===== src/rtl/wb_bfm_arbiter_pkg.sv =====
// Package: wb_bfm_arbiter_pkg
// Purpose : Shared types for the Wishbone round-robin arbiter. It holds the
//           Wishbone B3 cycle-type (CTI) and burst-type (BTE) codes, the
//           arbiter state encoding, and a modular-add helper used by the
//           round-robin picker.
// Ports   : none (package)
package wb_bfm_arbiter_pkg;

    typedef enum logic [2:0] {
        CTI_CLASSIC = 3'b000,
        CTI_CONST   = 3'b001,
        CTI_INCR    = 3'b010,
        CTI_END     = 3'b111
    } cti_e;

    typedef enum logic [1:0] {
        BTE_LINEAR = 2'b00,
        BTE_WRAP4  = 2'b01,
        BTE_WRAP8  = 2'b10,
        BTE_WRAP16 = 2'b11
    } bte_e;

    typedef enum logic {
        ST_IDLE  = 1'b0,
        ST_OWNED = 1'b1
    } arb_state_e;

    // (a + b) mod n, assuming a < n and b <= n
    function automatic int unsigned wrap_add(input int unsigned a,
                                             input int unsigned b,
                                             input int unsigned n);
        int unsigned s;
        s = a + b;
        if (s >= n) begin
            s = s - n;
        end else begin
            s = s;
        end
        return s;
    endfunction

endpackage


===== src/rtl/wb_bfm_arbiter_if.sv =====
// Interface: wb_bfm_arbiter_if
// Purpose  : Bundles the master-side (wbm_*) and slave-side (wbs_*) Wishbone
//            signals of the arbiter plus the debug grant vector.
// Modports : slave  - the arbiter's view (accepts master requests, drives the
//                     shared slave port and routes responses back)
//            master - the environment's view (masters and the slave device)
// Signals  : wbm_adr_i/dat_i/sel_i/we_i/cyc_i/stb_i/cti_i/bte_i  packed per master
//            wbm_dat_o (broadcast), wbm_ack_o/err_o/rty_o (per master)
//            wbs_adr_o/dat_o/sel_o/we_o/cyc_o/stb_o/cti_o/bte_o  slave request
//            wbs_dat_i/ack_i/err_i/rty_i  slave response, grant_o one-hot grant
interface wb_bfm_arbiter_if #(
    parameter int NUM_MASTERS = 2,
    parameter int aw          = 32,
    parameter int dw          = 32
);
    logic [NUM_MASTERS*aw-1:0] wbm_adr_i;
    logic [NUM_MASTERS*dw-1:0] wbm_dat_i;
    logic [NUM_MASTERS*4-1:0]  wbm_sel_i;
    logic [NUM_MASTERS-1:0]    wbm_we_i;
    logic [NUM_MASTERS-1:0]    wbm_cyc_i;
    logic [NUM_MASTERS-1:0]    wbm_stb_i;
    logic [NUM_MASTERS*3-1:0]  wbm_cti_i;
    logic [NUM_MASTERS*2-1:0]  wbm_bte_i;
    logic [dw-1:0]             wbm_dat_o;
    logic [NUM_MASTERS-1:0]    wbm_ack_o;
    logic [NUM_MASTERS-1:0]    wbm_err_o;
    logic [NUM_MASTERS-1:0]    wbm_rty_o;
    logic [aw-1:0]             wbs_adr_o;
    logic [dw-1:0]             wbs_dat_o;
    logic [3:0]                wbs_sel_o;
    logic                      wbs_we_o;
    logic                      wbs_cyc_o;
    logic                      wbs_stb_o;
    logic [2:0]                wbs_cti_o;
    logic [1:0]                wbs_bte_o;
    logic [dw-1:0]             wbs_dat_i;
    logic                      wbs_ack_i;
    logic                      wbs_err_i;
    logic                      wbs_rty_i;
    logic [NUM_MASTERS-1:0]    grant_o;

    modport slave (
        input  wbm_adr_i, wbm_dat_i, wbm_sel_i, wbm_we_i, wbm_cyc_i, wbm_stb_i, wbm_cti_i, wbm_bte_i,
        output wbm_dat_o, wbm_ack_o, wbm_err_o, wbm_rty_o,
        output wbs_adr_o, wbs_dat_o, wbs_sel_o, wbs_we_o, wbs_cyc_o, wbs_stb_o, wbs_cti_o, wbs_bte_o,
        input  wbs_dat_i, wbs_ack_i, wbs_err_i, wbs_rty_i,
        output grant_o
    );

    modport master (
        output wbm_adr_i, wbm_dat_i, wbm_sel_i, wbm_we_i, wbm_cyc_i, wbm_stb_i, wbm_cti_i, wbm_bte_i,
        input  wbm_dat_o, wbm_ack_o, wbm_err_o, wbm_rty_o,
        input  wbs_adr_o, wbs_dat_o, wbs_sel_o, wbs_we_o, wbs_cyc_o, wbs_stb_o, wbs_cti_o, wbs_bte_o,
        output wbs_dat_i, wbs_ack_i, wbs_err_i, wbs_rty_i,
        input  grant_o
    );
endinterface


===== src/rtl/wb_bfm_arbiter_rr_pick.sv =====
// Module : wb_bfm_arbiter_rr_pick
// Purpose: Combinational round-robin pick. The request vector is rotated so
//          that index last+1 lands at bit 0, the lowest set bit is found, and
//          the result is rotated back to an absolute master index.
// Ports  : i_req   requests, one bit per master
//          i_last  index of the previous winner (lowest priority)
//          o_grant one-hot winner, o_idx winner index, o_valid any request
module wb_bfm_arbiter_rr_pick
    import wb_bfm_arbiter_pkg::*;
#(
    parameter int NUM_MASTERS = 2
) (
    input  logic [NUM_MASTERS-1:0]         i_req,
    input  logic [$clog2(NUM_MASTERS)-1:0] i_last,
    output logic [NUM_MASTERS-1:0]         o_grant,
    output logic [$clog2(NUM_MASTERS)-1:0] o_idx,
    output logic                           o_valid
);
    localparam int LW = $clog2(NUM_MASTERS);

    logic [LW-1:0]            w_start;
    logic [LW:0]              w_base;
    logic [2*NUM_MASTERS-1:0] w_dbl;
    logic [NUM_MASTERS-1:0]   w_rot;
    logic [LW-1:0]            w_off;

    // rotate: doubling the vector turns the circular shift into a part-select
    always_comb begin
        w_start = LW'(wrap_add(int'(i_last), 32'd1, NUM_MASTERS));
        w_base  = {1'b0, w_start};
        w_dbl   = {i_req, i_req};
        w_rot   = w_dbl[w_base +: NUM_MASTERS];
    end

    // priority-encode the lowest set bit of the rotated vector
    always_comb begin
        w_off   = {LW{1'b0}};
        o_valid = 1'b0;
        for (int i = NUM_MASTERS - 1; i >= 0; i--) begin
            if (w_rot[i]) begin
                w_off   = LW'(i);
                o_valid = 1'b1;
            end else begin
                o_valid = o_valid;
            end
        end
    end

    // unrotate back to an absolute index and one-hot grant
    always_comb begin
        o_idx = LW'(wrap_add(int'(w_off), int'(w_start), NUM_MASTERS));
        if (o_valid) begin
            o_grant = {{(NUM_MASTERS-1){1'b0}}, 1'b1} << o_idx;
        end else begin
            o_grant = {NUM_MASTERS{1'b0}};
        end
    end
endmodule


===== src/rtl/wb_bfm_arbiter.sv =====
// Module : wb_bfm_arbiter
// Purpose: Round-robin arbiter sharing one Wishbone B3 slave port among
//          NUM_MASTERS masters. A grant is held for the whole wb_cyc cycle so
//          bursts are never split. On release the next requester is chosen in
//          the same edge, so hand-over costs only the owner's own low cycle.
// Ports  : wb_clk_i  clock (rising edge), wb_rst_i async active-high reset
//          bus       wb_bfm_arbiter_if.slave (master requests, slave port,
//                    routed responses, grant_o)
// Config : WB_ARB_TIMEOUT_EN - adds a watchdog that errors the owner after
//          TIMEOUT strobe clocks without a slave response, forces the slave
//          cyc/stb low and ignores the slave until the owner drops cyc.
module wb_bfm_arbiter
    import wb_bfm_arbiter_pkg::*;
#(
    parameter int NUM_MASTERS = 2,
    parameter int aw          = 32,
    parameter int dw          = 32,
    parameter int TIMEOUT     = 255
) (
    input  logic               wb_clk_i,
    input  logic               wb_rst_i,
    wb_bfm_arbiter_if.slave    bus
);
    localparam int LW = $clog2(NUM_MASTERS);

    arb_state_e             r_state;
    logic [NUM_MASTERS-1:0] r_grant;
    logic [LW-1:0]          r_gidx;
    logic [LW-1:0]          r_last;

    logic                   w_owned;
    logic                   w_owner_cyc;
    logic                   w_owner_stb;
    logic [LW-1:0]          w_pick_last;
    logic [NUM_MASTERS-1:0] w_pick_grant;
    logic [LW-1:0]          w_pick_idx;
    logic                   w_pick_valid;
    logic                   w_block;
    logic                   w_to_err;

    // owner status; on release the owner itself becomes the lowest priority
    always_comb begin
        w_owned     = (r_state == ST_OWNED);
        w_owner_cyc = w_owned & bus.wbm_cyc_i[r_gidx];
        w_owner_stb = w_owned & bus.wbm_stb_i[r_gidx];
        if (w_owned) begin
            w_pick_last = r_gidx;
        end else begin
            w_pick_last = r_last;
        end
    end

    wb_bfm_arbiter_rr_pick #(.NUM_MASTERS(NUM_MASTERS)) u_pick (
        .i_req   (bus.wbm_cyc_i),
        .i_last  (w_pick_last),
        .o_grant (w_pick_grant),
        .o_idx   (w_pick_idx),
        .o_valid (w_pick_valid)
    );

    // grant/last registers and the IDLE/OWNED state machine
    always_ff @(posedge wb_clk_i or posedge wb_rst_i) begin
        if (wb_rst_i) begin
            r_state <= ST_IDLE;
            r_grant <= {NUM_MASTERS{1'b0}};
            r_gidx  <= {LW{1'b0}};
            r_last  <= LW'(NUM_MASTERS - 1);
        end else begin
            case (r_state)
                ST_IDLE: begin
                    if (w_pick_valid) begin
                        r_state <= ST_OWNED;
                        r_grant <= w_pick_grant;
                        r_gidx  <= w_pick_idx;
                    end else begin
                        r_state <= ST_IDLE;
                    end
                end
                ST_OWNED: begin
                    if (!w_owner_cyc) begin
                        // release edge: hand over directly when someone waits
                        r_last <= r_gidx;
                        if (w_pick_valid) begin
                            r_grant <= w_pick_grant;
                            r_gidx  <= w_pick_idx;
                        end else begin
                            r_state <= ST_IDLE;
                            r_grant <= {NUM_MASTERS{1'b0}};
                        end
                    end else begin
                        r_state <= ST_OWNED;
                    end
                end
                default: begin
                    r_state <= ST_IDLE;
                    r_grant <= {NUM_MASTERS{1'b0}};
                end
            endcase
        end
    end

`ifdef WB_ARB_TIMEOUT_EN
    localparam int CW = $clog2(TIMEOUT + 1);

    logic [CW-1:0] r_wd;
    logic          r_to_err;
    logic          r_timed_out;
    logic          w_resp;

    // any slave response proves the slave is alive
    always_comb begin
        w_resp   = bus.wbs_ack_i | bus.wbs_err_i | bus.wbs_rty_i;
        w_block  = r_timed_out;
        w_to_err = r_to_err;
    end

    // watchdog: counts strobe clocks without a response, one-shot err pulse
    always_ff @(posedge wb_clk_i or posedge wb_rst_i) begin
        if (wb_rst_i) begin
            r_wd        <= {CW{1'b0}};
            r_to_err    <= 1'b0;
            r_timed_out <= 1'b0;
        end else if (!w_owner_cyc) begin
            r_wd        <= {CW{1'b0}};
            r_to_err    <= 1'b0;
            r_timed_out <= 1'b0;
        end else if (r_timed_out) begin
            r_wd     <= {CW{1'b0}};
            r_to_err <= 1'b0;
        end else if (w_resp) begin
            r_wd <= {CW{1'b0}};
        end else if (w_owner_stb) begin
            if (r_wd == CW'(TIMEOUT - 1)) begin
                r_wd        <= {CW{1'b0}};
                r_to_err    <= 1'b1;
                r_timed_out <= 1'b1;
            end else begin
                r_wd <= r_wd + CW'(1);
            end
        end else begin
            r_wd <= r_wd;
        end
    end
`else
    logic w_unused_timeout;

    // no watchdog: never block the slave, never inject an error
    always_comb begin
        w_block          = 1'b0;
        w_to_err         = 1'b0;
        w_unused_timeout = (TIMEOUT == 0);
    end
`endif

    // request mux: slave port follows the owner, all zero while idle
    always_comb begin
        bus.wbs_adr_o = {aw{1'b0}};
        bus.wbs_dat_o = {dw{1'b0}};
        bus.wbs_sel_o = 4'b0000;
        bus.wbs_we_o  = 1'b0;
        bus.wbs_cti_o = 3'b000;
        bus.wbs_bte_o = 2'b00;
        bus.wbs_cyc_o = w_owner_cyc & ~w_block;
        bus.wbs_stb_o = w_owner_stb & ~w_block;
        if (w_owned) begin
            for (int m = 0; m < NUM_MASTERS; m++) begin
                if (r_gidx == LW'(m)) begin
                    bus.wbs_adr_o = bus.wbm_adr_i[m*aw +: aw];
                    bus.wbs_dat_o = bus.wbm_dat_i[m*dw +: dw];
                    bus.wbs_sel_o = bus.wbm_sel_i[m*4 +: 4];
                    bus.wbs_we_o  = bus.wbm_we_i[m];
                    bus.wbs_cti_o = bus.wbm_cti_i[m*3 +: 3];
                    bus.wbs_bte_o = bus.wbm_bte_i[m*2 +: 2];
                end else begin
                    bus.wbs_we_o = bus.wbs_we_o;
                end
            end
        end else begin
            bus.wbs_we_o = 1'b0;
        end
    end

    // response routing: only the granted master sees ack/err/rty
    always_comb begin
        bus.wbm_dat_o = bus.wbs_dat_i;
        bus.wbm_ack_o = r_grant & {NUM_MASTERS{bus.wbs_ack_i & ~w_block}};
        bus.wbm_err_o = r_grant & {NUM_MASTERS{(bus.wbs_err_i & ~w_block) | w_to_err}};
        bus.wbm_rty_o = r_grant & {NUM_MASTERS{bus.wbs_rty_i & ~w_block}};
        bus.grant_o   = r_grant;
    end
endmodule


===== src/flat_wrapper.sv =====
// flat-port wrapper written by rule: the top's interface ports become plain ports
module wb_bfm_arbiter_flat import wb_bfm_arbiter_pkg::*;
#(
    parameter int NUM_MASTERS = 2,
    parameter int aw          = 32,
    parameter int dw          = 32,
    parameter int TIMEOUT     = 255
)
  (wb_clk_i, wb_rst_i, bus_wbm_adr_i, bus_wbm_dat_i, bus_wbm_sel_i, bus_wbm_we_i, bus_wbm_cyc_i, bus_wbm_stb_i, bus_wbm_cti_i, bus_wbm_bte_i, bus_wbm_dat_o, bus_wbm_ack_o, bus_wbm_err_o, bus_wbm_rty_o, bus_wbs_adr_o, bus_wbs_dat_o, bus_wbs_sel_o, bus_wbs_we_o, bus_wbs_cyc_o, bus_wbs_stb_o, bus_wbs_cti_o, bus_wbs_bte_o, bus_wbs_dat_i, bus_wbs_ack_i, bus_wbs_err_i, bus_wbs_rty_i, bus_grant_o);
  wb_bfm_arbiter_if #(.NUM_MASTERS(NUM_MASTERS), .aw(aw), .dw(dw)) bus_i ();
  input  logic wb_clk_i;
  input  logic wb_rst_i;
  input wire logic [$bits(bus_i.wbm_adr_i)-1:0] bus_wbm_adr_i;
  input wire logic [$bits(bus_i.wbm_dat_i)-1:0] bus_wbm_dat_i;
  input wire logic [$bits(bus_i.wbm_sel_i)-1:0] bus_wbm_sel_i;
  input wire logic [$bits(bus_i.wbm_we_i)-1:0] bus_wbm_we_i;
  input wire logic [$bits(bus_i.wbm_cyc_i)-1:0] bus_wbm_cyc_i;
  input wire logic [$bits(bus_i.wbm_stb_i)-1:0] bus_wbm_stb_i;
  input wire logic [$bits(bus_i.wbm_cti_i)-1:0] bus_wbm_cti_i;
  input wire logic [$bits(bus_i.wbm_bte_i)-1:0] bus_wbm_bte_i;
  output wire logic [$bits(bus_i.wbm_dat_o)-1:0] bus_wbm_dat_o;
  output wire logic [$bits(bus_i.wbm_ack_o)-1:0] bus_wbm_ack_o;
  output wire logic [$bits(bus_i.wbm_err_o)-1:0] bus_wbm_err_o;
  output wire logic [$bits(bus_i.wbm_rty_o)-1:0] bus_wbm_rty_o;
  output wire logic [$bits(bus_i.wbs_adr_o)-1:0] bus_wbs_adr_o;
  output wire logic [$bits(bus_i.wbs_dat_o)-1:0] bus_wbs_dat_o;
  output wire logic [$bits(bus_i.wbs_sel_o)-1:0] bus_wbs_sel_o;
  output wire logic [$bits(bus_i.wbs_we_o)-1:0] bus_wbs_we_o;
  output wire logic [$bits(bus_i.wbs_cyc_o)-1:0] bus_wbs_cyc_o;
  output wire logic [$bits(bus_i.wbs_stb_o)-1:0] bus_wbs_stb_o;
  output wire logic [$bits(bus_i.wbs_cti_o)-1:0] bus_wbs_cti_o;
  output wire logic [$bits(bus_i.wbs_bte_o)-1:0] bus_wbs_bte_o;
  input wire logic [$bits(bus_i.wbs_dat_i)-1:0] bus_wbs_dat_i;
  input wire logic [$bits(bus_i.wbs_ack_i)-1:0] bus_wbs_ack_i;
  input wire logic [$bits(bus_i.wbs_err_i)-1:0] bus_wbs_err_i;
  input wire logic [$bits(bus_i.wbs_rty_i)-1:0] bus_wbs_rty_i;
  output wire logic [$bits(bus_i.grant_o)-1:0] bus_grant_o;
  assign bus_i.wbm_adr_i = bus_wbm_adr_i;
  assign bus_i.wbm_dat_i = bus_wbm_dat_i;
  assign bus_i.wbm_sel_i = bus_wbm_sel_i;
  assign bus_i.wbm_we_i = bus_wbm_we_i;
  assign bus_i.wbm_cyc_i = bus_wbm_cyc_i;
  assign bus_i.wbm_stb_i = bus_wbm_stb_i;
  assign bus_i.wbm_cti_i = bus_wbm_cti_i;
  assign bus_i.wbm_bte_i = bus_wbm_bte_i;
  assign bus_wbm_dat_o = bus_i.wbm_dat_o;
  assign bus_wbm_ack_o = bus_i.wbm_ack_o;
  assign bus_wbm_err_o = bus_i.wbm_err_o;
  assign bus_wbm_rty_o = bus_i.wbm_rty_o;
  assign bus_wbs_adr_o = bus_i.wbs_adr_o;
  assign bus_wbs_dat_o = bus_i.wbs_dat_o;
  assign bus_wbs_sel_o = bus_i.wbs_sel_o;
  assign bus_wbs_we_o = bus_i.wbs_we_o;
  assign bus_wbs_cyc_o = bus_i.wbs_cyc_o;
  assign bus_wbs_stb_o = bus_i.wbs_stb_o;
  assign bus_wbs_cti_o = bus_i.wbs_cti_o;
  assign bus_wbs_bte_o = bus_i.wbs_bte_o;
  assign bus_i.wbs_dat_i = bus_wbs_dat_i;
  assign bus_i.wbs_ack_i = bus_wbs_ack_i;
  assign bus_i.wbs_err_i = bus_wbs_err_i;
  assign bus_i.wbs_rty_i = bus_wbs_rty_i;
  assign bus_grant_o = bus_i.grant_o;
  wb_bfm_arbiter #(.NUM_MASTERS(NUM_MASTERS), .aw(aw), .dw(dw), .TIMEOUT(TIMEOUT)) u_core (.wb_clk_i(wb_clk_i), .wb_rst_i(wb_rst_i), .bus(bus_i));
endmodule

===== config.mk =====
export PLATFORM = sky130hd
export DESIGN_NAME = wb_bfm_arbiter_flat
export DESIGN_NICKNAME = d
export VERILOG_FILES = /design/src/rtl/wb_bfm_arbiter_pkg.sv /design/src/rtl/wb_bfm_arbiter_if.sv /design/src/rtl/wb_bfm_arbiter_rr_pick.sv /design/src/rtl/wb_bfm_arbiter.sv /design/src/flat_wrapper.sv
export SDC_FILE = /design/constraint.sdc
export NUM_CORES = 1
export LEC_CHECK = 0
export BUFFER_PORTS_ARGS = -buffer_cell sky130_fd_sc_hd__buf_2
export CELL_PAD_IN_SITES_DETAIL_PLACEMENT = 1
export CELL_PAD_IN_SITES_GLOBAL_PLACEMENT = 1
export CORE_AREA = 2 2 119 121
export DETAILED_ROUTE_END_ITERATION = 16
export DIE_AREA = 0 0 121 123
export PLACE_DENSITY_LB_ADDON = 0.1
export SYNTH_ARGS = -nofsm -noshare
export SYNTH_HDL_FRONTEND = slang
export SYNTH_HIERARCHICAL = 1
export SYNTH_SLANG_ARGS = --single-unit

===== constraint.sdc =====
create_clock -name wb_clk_i -period 5.2 [get_ports wb_clk_i]
set_input_delay 1.56 -clock wb_clk_i [delete_from_list [all_inputs] [get_ports wb_clk_i]]
set_output_delay 1.56 -clock wb_clk_i [all_outputs]
set_load 0.05 [all_outputs]

==> flow_summary_export.csv <==
group,metric,value,unit
status,outcome,"finished clean",
route,wl,7.91,mm
route,remaining_drc_errors,0,
yosys,synth_ff_type,"dfrtp_1",
power_and_ir_drop,peakVddDrop,0.000245,V
power_and_ir_drop,pwr-share-seq,11.7,%
yosys,synthCells,236,
sta,max_freq,252,MHz
critical_path,arrival,2410,ps
route,drt-vias-per-instance,3.77,
finish,multi_input_area,1410,um2
clock_tree,cts_sinks,5,
sta,fin_crit_sh,76.3,%
yosys,seq_area_frac_synth,6.65,%
yosys,syn_nets,425,
sta,fin_skew,0.586,ps
yosys,ys_types,20,
sta,rsz0062_at_grt,"no",
route,ant_nets,0,
clock_tree,cts_buffers,3,
sta,fin_tns_setup,0,ps
sta,tightestPinTransition,1110,ps
route,maxUsedRoutingLayer,"met4",
placed_design,numPortBuffers,240,
sta,slew_headroom,26.1,%
clock_tree,cts.path.max_buffers,2,
yosys,synth-edff-count,0,
finish,fin_area,3070,um2
critical_path,crit_path_max_fanout,7,
global_routing,antenna_found_initial,0,
job,cap_violations,0,
critical_path,cp-start-kind,"input pin",
power_and_ir_drop,pwr-share-comb,80.6,%
yosys,ys_top_cells_by_count,"mux2i_1, nor2b_1, buf_4, and2_1, clkbuf_1",
finish,fin_nets,622,
placed_design,placed_area,2990,um2
power_and_ir_drop,power.leakage,1.80,nW
yosys,avgSynthCellArea,8.05,um2
floorplan,fp.dieW,121,um
clock_tree,clk_pin_slew_worst_paths,30,ps
placed_design,gp_congestion,0.709,
route,firstDrtPassIters,4,
yosys,ys_ff_latch,5,
route,routedWlPerCell,12.9,um
yosys,synth_most_common_cell,"mux2i_1",
yosys,async_flop_share,100,%
critical_path,cpMostUsedCell,"buf_2",
route,vias,2305,
power_and_ir_drop,pwr-share-clk,7.7,%
global_routing,grt_pass1_wl,11.1,mm
power_and_ir_drop,p_per_area,530,nW/um2
global_routing,grt_max_degree,63,
critical_path,crit_buf_inv,3,
floorplan,num_rows,43,
worst_hold_path,hold_class,"reg2reg",
critical_path,critPathRequiredTime,3640,ps
route,wl_met2,4.30,mm
clock_tree,clk_latency,230,ps
finish,n_fill_cell,1708,
yosys,synth_area_leaders,"mux2i_1, nor2b_1, buf_4",
critical_path,cp_cell_sequence,"buf_2 > mux2i_1 > nand2b_1 > inv_1 > buf_2",
route,met1_length,2.64,mm
clock_tree,cts-resized-gates,0,
finish,antennaDiodeCount,0,
sta,period_needed,3970,ps
critical_path,end_kind,"output pin",
sta,hold_ws,539,ps
sta,finalHoldViolCount,0,
finish,seq_area,131,um2
floorplan,initial_core_util,14.0,%
placed_design,dp_hpwl,6.50,mm
clock_tree,cts_hold_buffers,0,
finish,final_layout_size_suffix_gt1_share,57.9,%
placed_design,dp_slack,1200,ps
finish,area_growth,61.6,%
clock_tree,cts_setup_buffers,0,
yosys,synth_warnings,6,
clock_tree,clock-root-buffer,"clkbuf_16",
yosys,netlist.area_leader.share,40.6,%
yosys,syn-cell-area,1900,um2
route,drtIter0Drc,24,
sta,slew_viol_final,0,
floorplan,core,13600,um2
power_and_ir_drop,power,1.63,mW
floorplan,ioPinCount,305,
floorplan,dieArea,14900,um2
route,met3_length,892,um
clock_tree,h-tree-depth,1,
sta,worst_slack,1230,ps
sta,setup_viol,0,
yosys,synth_top_area_cell,"mux2i_1",
power_and_ir_drop,power.share.switching,64.8,%
global_routing,grt_usage,9.19,%
critical_path,cp_slowest_cell,"buf_2",
critical_path,cp_top_family,"buffers and inverters",
global_routing,grt_pass1_vias,2307,
critical_path,cpPeakStageDelay,270,ps
power_and_ir_drop,power_switching,1.05,mW
critical_path,critical_path_class,"in2out",
clock_tree,cts_tree,"done",
floorplan,die_height,123,um
power_and_ir_drop,p_int,573,uW
global_routing,gr-total-overflow,0,
-- path summary, 6_finish.rpt --
check | startpoint | end | slack, ps | cells after the start
setup / recovery | bus_wbm_cyc_i[1] | bus_wbs_cyc_o | 1230 | 5
hold / removal | u_core/r_last | u_core/r_last | 540 | 2
setup reg to reg | u_core/r_gidx | u_core/r_gidx | 2850 | 5
hold reg to reg | u_core/r_last | u_core/r_last | 540 | 2
max in group asynchronous | wb_rst_i | u_core/r_last | 3730 | 2
min in group asynchronous | wb_rst_i | u_core/bus.grant_o[1] | 1230 | 2
-- layout by cell type, fill, tap and decap left out, drive strengths merged --
cell and n:
a21boi 1, clkbuf 4, nand2 3, inv 3
nor2b 76, dfstp 1, a22o 1, a21oi 3
a32o 2, and2 7, a21o 1, mux2i 77
or2 1, mux2 1, nand2b 4, dfrtp 4
nor2 1, buf 242
-- per-layer routing --
metal  global-route usage, %  vias to the layer above
li1                        -                     1146
met1                    9.15                     1017
met2                    19.1                      130
met3                    2.21                       12
met4                    1.60                        0
met5                       0                        -
-- metrics by stage --
stage,instances,util (%)
6_report,612,22.5
5_1_grt,612,22.5
4_1_cts,612,22.5
3_5_place_dp,608,22.0
3_3_place_gp,608,22.0
2_1_floorplan,236,-
-- sequential cells by signal, indices dropped and copies added, names as in the netlist --
signal	cells
u_core/r_gidx	1
u_core/bus.grant_o	2
u_core/r_last	1
u_core/r_state	1
-- power by group through the flow --
| stage | Combinational [mW] | Clock (mW) | Sequential, mW |
|---|---|---|---|
| finish | 1.31 | 0.126 | 0.190 |
| global route | 1.38 | 0.132 | 0.206 |
| CTS | 1.33 | 0.129 | 0.199 |
| detailed placement | 1.33 | 0 | 0.200 |
| global placement | 1.32 | 0 | 0.198 |
| floorplan | 1.22 | 0 | 0.0832 |
-- area by class of cell --
type / count / share of cell area, %
sequential: 5 / 4.28
tap: 180 / 7.34
inverter: 3 / 0.367
timing repair buffer: 242 / 39.6
clock buffer: 4 / 2.57
multi-input combinational: 178 / 45.8
-- logic make-up after synthesis --
| kind of cell | synth area share (%) |
|---|---|
| mux | 41.2 |
| flops | 6.65 |
| compound gates | 3.10 |
| simple gates | 29.8 |
| buf+inv | 19.3 |
-- worst register-to-register path, cell delays in order, from the launching register on --
cell and delay, ps:
dfrtp_4 1090, buf_4 470, mux2_2 240, nand2b_1 120
a21oi_1 80, a22o_1 230
Power figures use the tool's default switching activity.
